`src/rtl/muldiv_pkg.sv`:
```
`default_nettype none
// ============================================================================
//  Module      : muldiv_pkg
//  Description : Shared definitions for the multi-cycle M-extension
//                sequencer: ALU control codes, FSM state encoding, op-type
//                encoding and small decode helpers.
//  Revision    : 1.0 - initial release
// ============================================================================
package muldiv_pkg;

    // ALU control codes that the sequencer accepts
    localparam logic [3:0] ALU_MUL = 4'b1011;
    localparam logic [3:0] ALU_DIV = 4'b1100;
    localparam logic [3:0] ALU_REM = 4'b1101;

    // Sequencer FSM states (explicit 3-bit encoding)
    typedef enum logic [2:0] {
        IDLE  = 3'd0,
        MUL   = 3'd1,
        DIV   = 3'd2,
        FIXUP = 3'd3,
        DONE  = 3'd4
    } state_t;

    // Operation captured at accept time
    typedef enum logic [1:0] {
        OP_MUL = 2'd0,
        OP_DIV = 2'd1,
        OP_REM = 2'd2
    } op_t;

    // True for the three control codes the sequencer services
    function automatic logic is_muldiv_code(input logic [3:0] code);
        return (code == ALU_MUL) || (code == ALU_DIV) || (code == ALU_REM);
    endfunction

    // Map an accepted control code onto the internal op type
    function automatic op_t decode_op(input logic [3:0] code);
        op_t op;
        case (code)
            ALU_DIV: op = OP_DIV;
            ALU_REM: op = OP_REM;
            default: op = OP_MUL;
        endcase
        return op;
    endfunction

endpackage
`default_nettype wire

```
`src/rtl/div_step.sv`:
```
`default_nettype none
// ============================================================================
//  Module      : div_step
//  Description : One combinational iteration of unsigned restoring division.
//                Shifts the next dividend bit (quotient MSB) into the partial
//                remainder, trial-subtracts the divisor and restores when the
//                difference goes negative. The new quotient bit enters at the
//                LSB as the dividend bits leave at the MSB.
//  Revision    : 1.0 - initial release
//
//  Ports
//    rem_in   in  XLEN+1  partial remainder
//    quo_in   in  XLEN    quotient / remaining dividend bits
//    divisor  in  XLEN    divisor magnitude
//    rem_out  out XLEN+1  next partial remainder
//    quo_out  out XLEN    next quotient
// ============================================================================
module div_step #(
    parameter int XLEN = 32
) (
    input  logic [XLEN:0]   rem_in,
    input  logic [XLEN-1:0] quo_in,
    input  logic [XLEN-1:0] divisor,
    output logic [XLEN:0]   rem_out,
    output logic [XLEN-1:0] quo_out
);

    // Shifted remainder carries one extra MSB so the trial difference has a
    // dedicated sign bit; the partial remainder always stays below the
    // divisor, so that extra bit is zero going in.
    logic [XLEN+1:0] w_shifted;
    logic [XLEN+1:0] w_diff;
    logic            w_restore;

    always_comb begin
        w_shifted = {rem_in, quo_in[XLEN-1]};
        w_diff    = w_shifted - {2'b00, divisor};
        w_restore = w_diff[XLEN+1];
        rem_out   = w_restore ? w_shifted[XLEN:0] : w_diff[XLEN:0];
        quo_out   = {quo_in[XLEN-2:0], ~w_restore};
    end

endmodule
`default_nettype wire

```
`src/rtl/muldiv_sequencer.sv`:
```
`default_nettype none
// ============================================================================
//  Module      : muldiv_sequencer
//  Description : Multi-cycle sequencer for mul / div / rem. Accepts one op at
//                a time from execute, stalls the pipeline while iterating
//                (shift-add multiply or restoring division, one bit per
//                cycle), applies sign correction and returns a registered
//                result with a one-cycle done pulse.
//  Revision    : 1.0 - initial release
//
//  Configuration macro
//    MULDIV_FAST_MUL_EN  defined   : mul uses one combinational XLEN x XLEN
//                                    multiply and skips the MUL state.
//                        undefined : iterative shift-add multiply.
//
//  Ports
//    clk          in  1     system clock
//    rst          in  1     asynchronous active-high reset
//    start        in  1     execute stage presents an op this cycle
//    alu_control  in  4     ALU control code (1011 mul, 1100 div, 1101 rem)
//    operand_a    in  XLEN  rs1 (multiplicand / dividend)
//    operand_b    in  XLEN  rs2 (multiplier / divisor)
//    flush        in  1     abort any op in flight
//    stall        out 1     hold fetch/decode/execute
//    busy         out 1     FSM not idle
//    done         out 1     one-cycle result-valid pulse
//    result       out XLEN  product low word / quotient / remainder
// ============================================================================
module muldiv_sequencer
    import muldiv_pkg::*;
#(
    parameter int XLEN  = 32,
    parameter int CNT_W = $clog2(XLEN) + 1
) (
    input  logic            clk,
    input  logic            rst,
    input  logic            start,
    input  logic [3:0]      alu_control,
    input  logic [XLEN-1:0] operand_a,
    input  logic [XLEN-1:0] operand_b,
    input  logic            flush,
    output logic            stall,
    output logic            busy,
    output logic            done,
    output logic [XLEN-1:0] result
);

    localparam logic [XLEN-1:0] c_MIN_INT   = {1'b1, {(XLEN-1){1'b0}}};
    localparam logic [CNT_W-1:0] c_LAST_STEP = CNT_W'(XLEN - 1);

    // ------------------------------------------------------------------
    // State and datapath registers
    // ------------------------------------------------------------------
    state_t              r_state;
    state_t              w_state_nxt;
    op_t                 r_op;
    logic [CNT_W-1:0]    r_cnt;
    logic [2*XLEN-1:0]   r_acc;     // {product high, multiplier / product low}
    logic [XLEN-1:0]     r_mcand;
    logic [XLEN:0]       r_rem;
    logic [XLEN-1:0]     r_quo;
    logic [XLEN-1:0]     r_dvsr;
    logic                r_neg_q;
    logic                r_neg_r;
    logic [XLEN-1:0]     r_fix;
    logic [XLEN-1:0]     r_result;

    // ------------------------------------------------------------------
    // Accept decode and special-case detection
    // ------------------------------------------------------------------
    logic            w_valid_code;
    logic            w_is_mul;
    logic            w_accept;
    logic            w_a_neg;
    logic            w_b_neg;
    logic [XLEN-1:0] w_a_mag;
    logic [XLEN-1:0] w_b_mag;
    logic            w_div_zero;
    logic            w_div_ovf;
    logic            w_special;
    logic            w_last_step;

    always_comb begin
        w_valid_code = is_muldiv_code(alu_control);
        w_is_mul     = (alu_control == ALU_MUL);
        // flush wins over a simultaneous accept
        w_accept     = (r_state == IDLE) && start && w_valid_code && !flush;
        w_a_neg      = operand_a[XLEN-1];
        w_b_neg      = operand_b[XLEN-1];
        // Magnitude of the most negative value wraps to itself, which is the
        // correct unsigned magnitude 2^(XLEN-1).
        w_a_mag      = w_a_neg ? (~operand_a + 1'b1) : operand_a;
        w_b_mag      = w_b_neg ? (~operand_b + 1'b1) : operand_b;
        w_div_zero   = (operand_b == '0);
        w_div_ovf    = (operand_a == c_MIN_INT) && (operand_b == '1);
        w_special    = !w_is_mul && (w_div_zero || w_div_ovf);
        w_last_step  = (r_cnt == c_LAST_STEP);
    end

`ifdef MULDIV_FAST_MUL_EN
    logic [XLEN-1:0] w_prod;
    assign w_prod = operand_a * operand_b;
`endif

    // ------------------------------------------------------------------
    // Iteration datapath
    // ------------------------------------------------------------------
    // Shift-add: add multiplicand into the high half when the current
    // multiplier bit is set, then shift the whole accumulator right with
    // the adder carry entering at the top.
    logic [XLEN:0]     w_mul_sum;
    logic [2*XLEN-1:0] w_acc_nxt;

    always_comb begin
        w_mul_sum = {1'b0, r_acc[2*XLEN-1:XLEN]}
                  + (r_acc[0] ? {1'b0, r_mcand} : {(XLEN+1){1'b0}});
        w_acc_nxt = {w_mul_sum, r_acc[XLEN-1:1]};
    end

    logic [XLEN:0]   w_rem_nxt;
    logic [XLEN-1:0] w_quo_nxt;

    div_step #(
        .XLEN (XLEN)
    ) u_div_step (
        .rem_in  (r_rem),
        .quo_in  (r_quo),
        .divisor (r_dvsr),
        .rem_out (w_rem_nxt),
        .quo_out (w_quo_nxt)
    );

    // Sign-corrected result selected by the captured op
    logic [XLEN-1:0] w_fix_val;

    always_comb begin
        w_fix_val = '0;
        case (r_op)
            OP_MUL: w_fix_val = r_acc[XLEN-1:0];
            OP_DIV: w_fix_val = r_neg_q ? (~r_quo + 1'b1) : r_quo;
            OP_REM: w_fix_val = r_neg_r ? (~r_rem[XLEN-1:0] + 1'b1) : r_rem[XLEN-1:0];
            default: w_fix_val = '0;
        endcase
    end

    // ------------------------------------------------------------------
    // FSM: state register
    // ------------------------------------------------------------------
    always_ff @(posedge clk or posedge rst) begin
        if (rst) begin
            r_state <= IDLE;
        end else begin
            r_state <= w_state_nxt;
        end
    end

    // ------------------------------------------------------------------
    // FSM: next state and outputs
    // FIXUP spans two cycles (r_cnt 0 then 1): the first registers the
    // sign-corrected value, the second commits it to result, so a flush
    // anywhere in FIXUP leaves result untouched.
    // ------------------------------------------------------------------
    always_comb begin
        w_state_nxt = r_state;
        stall       = 1'b0;
        busy        = (r_state != IDLE);
        done        = 1'b0;
        case (r_state)
            IDLE: begin
                stall = start && w_valid_code;
                if (w_accept) begin
                    if (w_is_mul) begin
`ifdef MULDIV_FAST_MUL_EN
                        w_state_nxt = FIXUP;
`else
                        w_state_nxt = MUL;
`endif
                    end else if (w_special) begin
                        w_state_nxt = FIXUP;
                    end else begin
                        w_state_nxt = DIV;
                    end
                end
            end
            MUL: begin
                stall = 1'b1;
                if (w_last_step) w_state_nxt = FIXUP;
            end
            DIV: begin
                stall = 1'b1;
                if (w_last_step) w_state_nxt = FIXUP;
            end
            FIXUP: begin
                stall = 1'b1;
                if (r_cnt != '0) w_state_nxt = DONE;
            end
            DONE: begin
                done        = 1'b1;
                w_state_nxt = IDLE;
            end
            default: w_state_nxt = IDLE;
        endcase
        if (flush) w_state_nxt = IDLE;
    end

    // ------------------------------------------------------------------
    // Datapath registers
    // ------------------------------------------------------------------
    always_ff @(posedge clk or posedge rst) begin
        if (rst) begin
            r_op     <= OP_MUL;
            r_cnt    <= '0;
            r_acc    <= '0;
            r_mcand  <= '0;
            r_rem    <= '0;
            r_quo    <= '0;
            r_dvsr   <= '0;
            r_neg_q  <= 1'b0;
            r_neg_r  <= 1'b0;
            r_fix    <= '0;
            r_result <= '0;
        end else if (flush) begin
            r_cnt <= '0;
        end else begin
            case (r_state)
                IDLE: begin
                    if (w_accept) begin
                        r_op    <= decode_op(alu_control);
                        r_cnt   <= '0;
                        r_mcand <= operand_a;
                        r_acc   <= {{XLEN{1'b0}}, operand_b};
`ifdef MULDIV_FAST_MUL_EN
                        if (w_is_mul) r_acc <= {{XLEN{1'b0}}, w_prod};
`endif
                        r_dvsr  <= w_b_mag;
                        if (w_div_zero) begin
                            // quotient all ones, remainder is the dividend
                            r_quo   <= '1;
                            r_rem   <= {1'b0, operand_a};
                            r_neg_q <= 1'b0;
                            r_neg_r <= 1'b0;
                        end else if (w_div_ovf) begin
                            // quotient is the dividend, remainder zero
                            r_quo   <= operand_a;
                            r_rem   <= '0;
                            r_neg_q <= 1'b0;
                            r_neg_r <= 1'b0;
                        end else begin
                            r_quo   <= w_a_mag;
                            r_rem   <= '0;
                            r_neg_q <= w_a_neg ^ w_b_neg;
                            r_neg_r <= w_a_neg;
                        end
                    end
                end
                MUL: begin
                    r_acc <= w_acc_nxt;
                    r_cnt <= w_last_step ? '0 : r_cnt + CNT_W'(1);
                end
                DIV: begin
                    r_rem <= w_rem_nxt;
                    r_quo <= w_quo_nxt;
                    r_cnt <= w_last_step ? '0 : r_cnt + CNT_W'(1);
                end
                FIXUP: begin
                    if (r_cnt == '0) begin
                        r_fix <= w_fix_val;
                        r_cnt <= CNT_W'(1);
                    end else begin
                        r_result <= r_fix;
                        r_cnt    <= '0;
                    end
                end
                default: begin
                end
            endcase
        end
    end

    assign result = r_result;

endmodule
`default_nettype wire

```
`config.mk`:
```
export PLATFORM = sky130hd
export DESIGN_NAME = muldiv_sequencer
export DESIGN_NICKNAME = d
export VERILOG_FILES = /design/src/rtl/muldiv_pkg.sv /design/src/rtl/div_step.sv /design/src/rtl/muldiv_sequencer.sv
export SDC_FILE = /design/constraint.sdc
export NUM_CORES = 1
export LEC_CHECK = 0
export BUFFER_PORTS_ARGS = -buffer_cell sky130_fd_sc_hd__buf_2
export CORE_ASPECT_RATIO = 0.5
export CORE_MARGIN = 10
export CORE_UTILIZATION = 40
export DETAILED_ROUTE_END_ITERATION = 8
export GPL_TIMING_DRIVEN = 0
export PLACE_DENSITY = 0.67
export SYNTH_ARGS = -nofsm -noshare
export SYNTH_HDL_FRONTEND = slang
export SYNTH_HIERARCHICAL = 1
export SYNTH_SLANG_ARGS = --single-unit
```
`constraint.sdc`:
```
create_clock -name clk -period 15.3 [get_ports clk]
set_input_delay 2.295 -clock clk [delete_from_list [all_inputs] [get_ports clk]]
set_output_delay 2.295 -clock clk [all_outputs]
set_load 0.01 [all_outputs]
```
==> impl_summary.log <==
[metrics] run status: complete, no violations
[metrics] vias in the first global route: 16453
[metrics] type of element capturing the critical path: output pin
[metrics] cell area after technology mapping: 0.01874 sq mm
[metrics] share of post-route cells with drive strength above 1: 13.64%
[metrics] Synth top area share: 36.05%
[metrics] Synth Area per Inst: 8.519 sq um
[metrics] register clock-pin slew on the reported worst setup and hold paths: 0.07 ns
[metrics] number of buffers added on ports: 104
[metrics] LEAKAGE: 9.403 nW
[metrics] number of max-cap violations: 0
[metrics] uppermost layer routed: met4
[metrics] count of buffering cells on the critical path with inverters included: 2
[metrics] data arrival time of the critical path: 3.25 ns
[metrics] Syn-to-layout area delta: 12.43%
[metrics] placer's final routability congestion estimate: 1.001
[metrics] Yosys reg bits: 270
[metrics] Min Clock Period, post-route: 5.549 ns
[metrics] fraction of the yosys area taken by sequential cells: 36.05%
[metrics] wire length of the first global-routing pass: 99.61 mm
[metrics] cell chain of the critical path: buf_2 -> and3b_1 -> o211a_1 -> nor3_1 -> nor2_1 -> buf_2
[metrics] first drt pass iteration count: 6
[metrics] maximum resistive drop on vdd: 0.1006 mV
[metrics] headroom to the max-slew limit: 25.97%
[metrics] worst reg2reg path startpoint: r_rem[8]
[metrics] kind of start point of the critical path: primary input
[metrics] total count of max-transition violations in the final report: 0
[metrics] Starting Density: 40.95%
[metrics] clock tree from TritonCTS: built
[metrics] count of instances resized after the clock tree is built: 0
[metrics] Vias: 17289
[metrics] overall global routing resource usage: 22.22%
[metrics] IO Pins: 107
[metrics] Yosys Warn Count: 6
[metrics] cell type of the slowest stage on the worst timing path: sky130_fd_sc_hd__o211a_1
[metrics] number of standard cells after synthesis: 2200
[metrics] Worst Reg-to-Reg Cells: 12
[metrics] std cell rows: 55
[metrics] Root Buffer Master: sky130_fd_sc_hd__clkbuf_16
[metrics] M1 WL: 29.96 mm
[metrics] final cell count without fillers: 2982
[metrics] CTS H-Tree Depth: 1
[metrics] share of synthesized flip-flops with an asynchronous set or reset: 100.0%
[metrics] Core Footprint: 0.04576 sq mm
[metrics] library cell appearing most often on the critical path: sky130_fd_sc_hd__buf_2
[metrics] maximum buffer depth of the clock tree: 3
[metrics] classification of the worst setup path: in2out
[metrics] commonest register cell after synthesis: sky130_fd_sc_hd__dfrtp_1
[metrics] number of inserted filler cells in the final layout: 4448
[metrics] via density per instance: 5.798
[metrics] setup skew after layout: 0.01641 ns
[metrics] initial antenna violation count: 2
[metrics] biggest area contributors in the synthesized netlist: sky130_fd_sc_hd__dfrtp_1 36%, sky130_fd_sc_hd__nand2_1 6.7%, sky130_fd_sc_hd__o21ai_0 6.5%, sky130_fd_sc_hd__xor2_1 5.0%, sky130_fd_sc_hd__ha_1 4.7%
[metrics] maximum fanout count along the critical path: 6
[metrics] clock latency of the later-clocked register in the worst-skew pair: 0.58 ns
[metrics] maximum number of pins on one net before global-route repair: 119
[metrics] global-route congestion overflow total: 0
[metrics] instance count on the critical path: 6
[metrics] antenna-violating nets left: 0
[metrics] synthesized net count: 2345
[metrics] Post-Route WL: 65.31 mm
[metrics] Hold-fix buffers, CTS: 0
[metrics] violation count after the first detailed-routing iteration: 2016
[metrics] most frequent cell after synthesis: sky130_fd_sc_hd__nand2_1
[metrics] wire length on met2: 27.56 mm
[metrics] final hold violations: 0
[metrics] placed cells: 2933
[metrics] number of flops mapped to enable cells by yosys: 0
[metrics] full die area: 0.05644 sq mm
[metrics] detailed route wirelength on metal3: 5.314 mm
[metrics] Hold Path Depth: 2
[metrics] portion of the clock cycle consumed by the worst path in the final layout: 36.27%
[metrics] start point of the critical path: alu_control[0]
[metrics] number of nets at the end of the flow: 2481
[metrics] kind of cell adding the most delay to the critical path: simple AND/OR/NAND/NOR gates
[metrics] floorplan die height: 173.1 um
[metrics] achievable clock frequency: 0.1802 GHz
[metrics] final setup violation count: 0
[metrics] total power per unit cell area: 157.8 mW/mm^2
[metrics] required time of the critical path: 13.01 ns
[metrics] wire per inst: 21.90 um
[metrics] Hold Crit Start: r_fix[18]
[metrics] Crit path largest cell delay: 0.27 ns
[metrics] die width: 326.1 um
[metrics] Hold/Removal Path Class: reg2reg
[metrics] detailed placer's ending HPWL: 49.76 mm
[metrics] setup TNS: 0 ns
[metrics] core occupancy in the finished layout: 46.05%
[metrics] actual slew at the worst max-slew pin: 1.106 ns
[metrics] setup repair after global routing missed its margin: false
[metrics] number of buffers created by CTS: 28
[metrics] final routed DRC violation total: 0
[metrics] synth unique cells: 86
[metrics] area leader, netlist: sky130_fd_sc_hd__dfrtp_1
[metrics] clk sinks: 270
[metrics] number of buffers inserted by post-CTS setup repair: 0
[metrics] commonest cells in the synthesized netlist: 333 x sky130_fd_sc_hd__nand2_1, 270 x sky130_fd_sc_hd__dfrtp_1, 243 x sky130_fd_sc_hd__o21ai_0, 154 x sky130_fd_sc_hd__nor2_1, 137 x sky130_fd_sc_hd__a21oi_1
## cells by family after synthesis
| family | synth area share, % |
|---|---|
| AO/OA/AOI/OAI | 22.12 |
| buffers and inverters | 5.287 |
| multiplexers | 4.079 |
| flip-flops | 36.05 |
| XOR/XNOR | 8.138 |
| adder cells (fa/ha/maj) | 4.954 |
| AND/OR/NAND/NOR | 19.37 |
## stage by stage
step,area (sq um),worst slack (ns),hold slack [ns],total power [W]
6_report,21070,9.751,0.4667,0.003325
5_1_grt,21070,9.657,0.4858,0.003514
4_1_cts,21070,9.767,0.4713,0.003283
3_5_place_dp,20110,9.576,0.4532,0.002538
3_3_place_gp,20050,2.223,0.4535,0.002520
2_1_floorplan,18740,5.566,0.4348,0.002102
## tightest hold or removal path, cell delays in order (launching register included)
cell	delay, ns
sky130_fd_sc_hd__dfrtp_1	0.34
sky130_fd_sc_hd__nand2_1	0.05
sky130_fd_sc_hd__nand2_1	0.05
## state kept, by name (all words and copies together), names as in the netlist
signal	flops
r_acc	64
r_cnt	6
r_dvsr	32
r_fix	32
r_mcand	32
r_neg_q	1
r_neg_r	1
r_op	2
r_quo	32
r_rem	33
r_state	3
result	32
## per-layer routing
metal,vias up,global-route usage [%]
li1,8063,-
met1,8388,32.39
met2,704,32.62
met3,134,3.587
met4,0,7.774
met5,-,0
## path summary, 6_finish.rpt
kind	to	slack [ns]
max	stall	9.75
min	result[18]	0.47
max reg2reg	r_rem[1]	11.02
min reg2reg	result[18]	0.47
max in group asynchronous	r_acc[57]	12.16
min in group asynchronous	r_cnt[0]	1.69
## power by group
group	internal (W)	switching [W]	leakage (nW)	total, W
clock	0.000427	0.000316	0.468	0.000742
combinational	0.000601	0.000856	5.47	0.00146
sequential	0.000871	0.000255	3.46	0.00113
total	0.00190	0.00143	9.40	0.00333
## layout by cell type (no fill, tap or decap), types with 33 or more instances in the layout
cell type / count
sky130_fd_sc_hd__nand2_1: 333
sky130_fd_sc_hd__dfrtp_1: 270
sky130_fd_sc_hd__o21ai_0: 243
sky130_fd_sc_hd__nor2_1: 154
sky130_fd_sc_hd__a21oi_1: 137
sky130_fd_sc_hd__buf_2: 112
sky130_fd_sc_hd__xor2_1: 106
sky130_fd_sc_hd__clkbuf_1: 103
sky130_fd_sc_hd__ha_1: 71
sky130_fd_sc_hd__xnor2_1: 65
sky130_fd_sc_hd__inv_1: 59
sky130_fd_sc_hd__o31ai_1: 47
sky130_fd_sc_hd__and2_1: 41
sky130_fd_sc_hd__or3_1: 38
sky130_fd_sc_hd__mux2i_1: 37
sky130_fd_sc_hd__mux2_2: 35
sky130_fd_sc_hd__a21o_1: 33
## layout make-up
type	count	area, sq um	area share (%)
diodes	1	2.502	0.01188
plain buffers	151	758.2	3.598
clock buffers	35	778.2	3.693
clock inverters	13	181.4	0.8610
inverters	62	240.2	1.140
multi-input cells	1717	10990	52.18
flip-flops and latches	270	6756	32.06
well taps	627	784.5	3.723
repair buffers	106	575.6	2.731
Note: power is estimated with default switching activity, not from simulation.
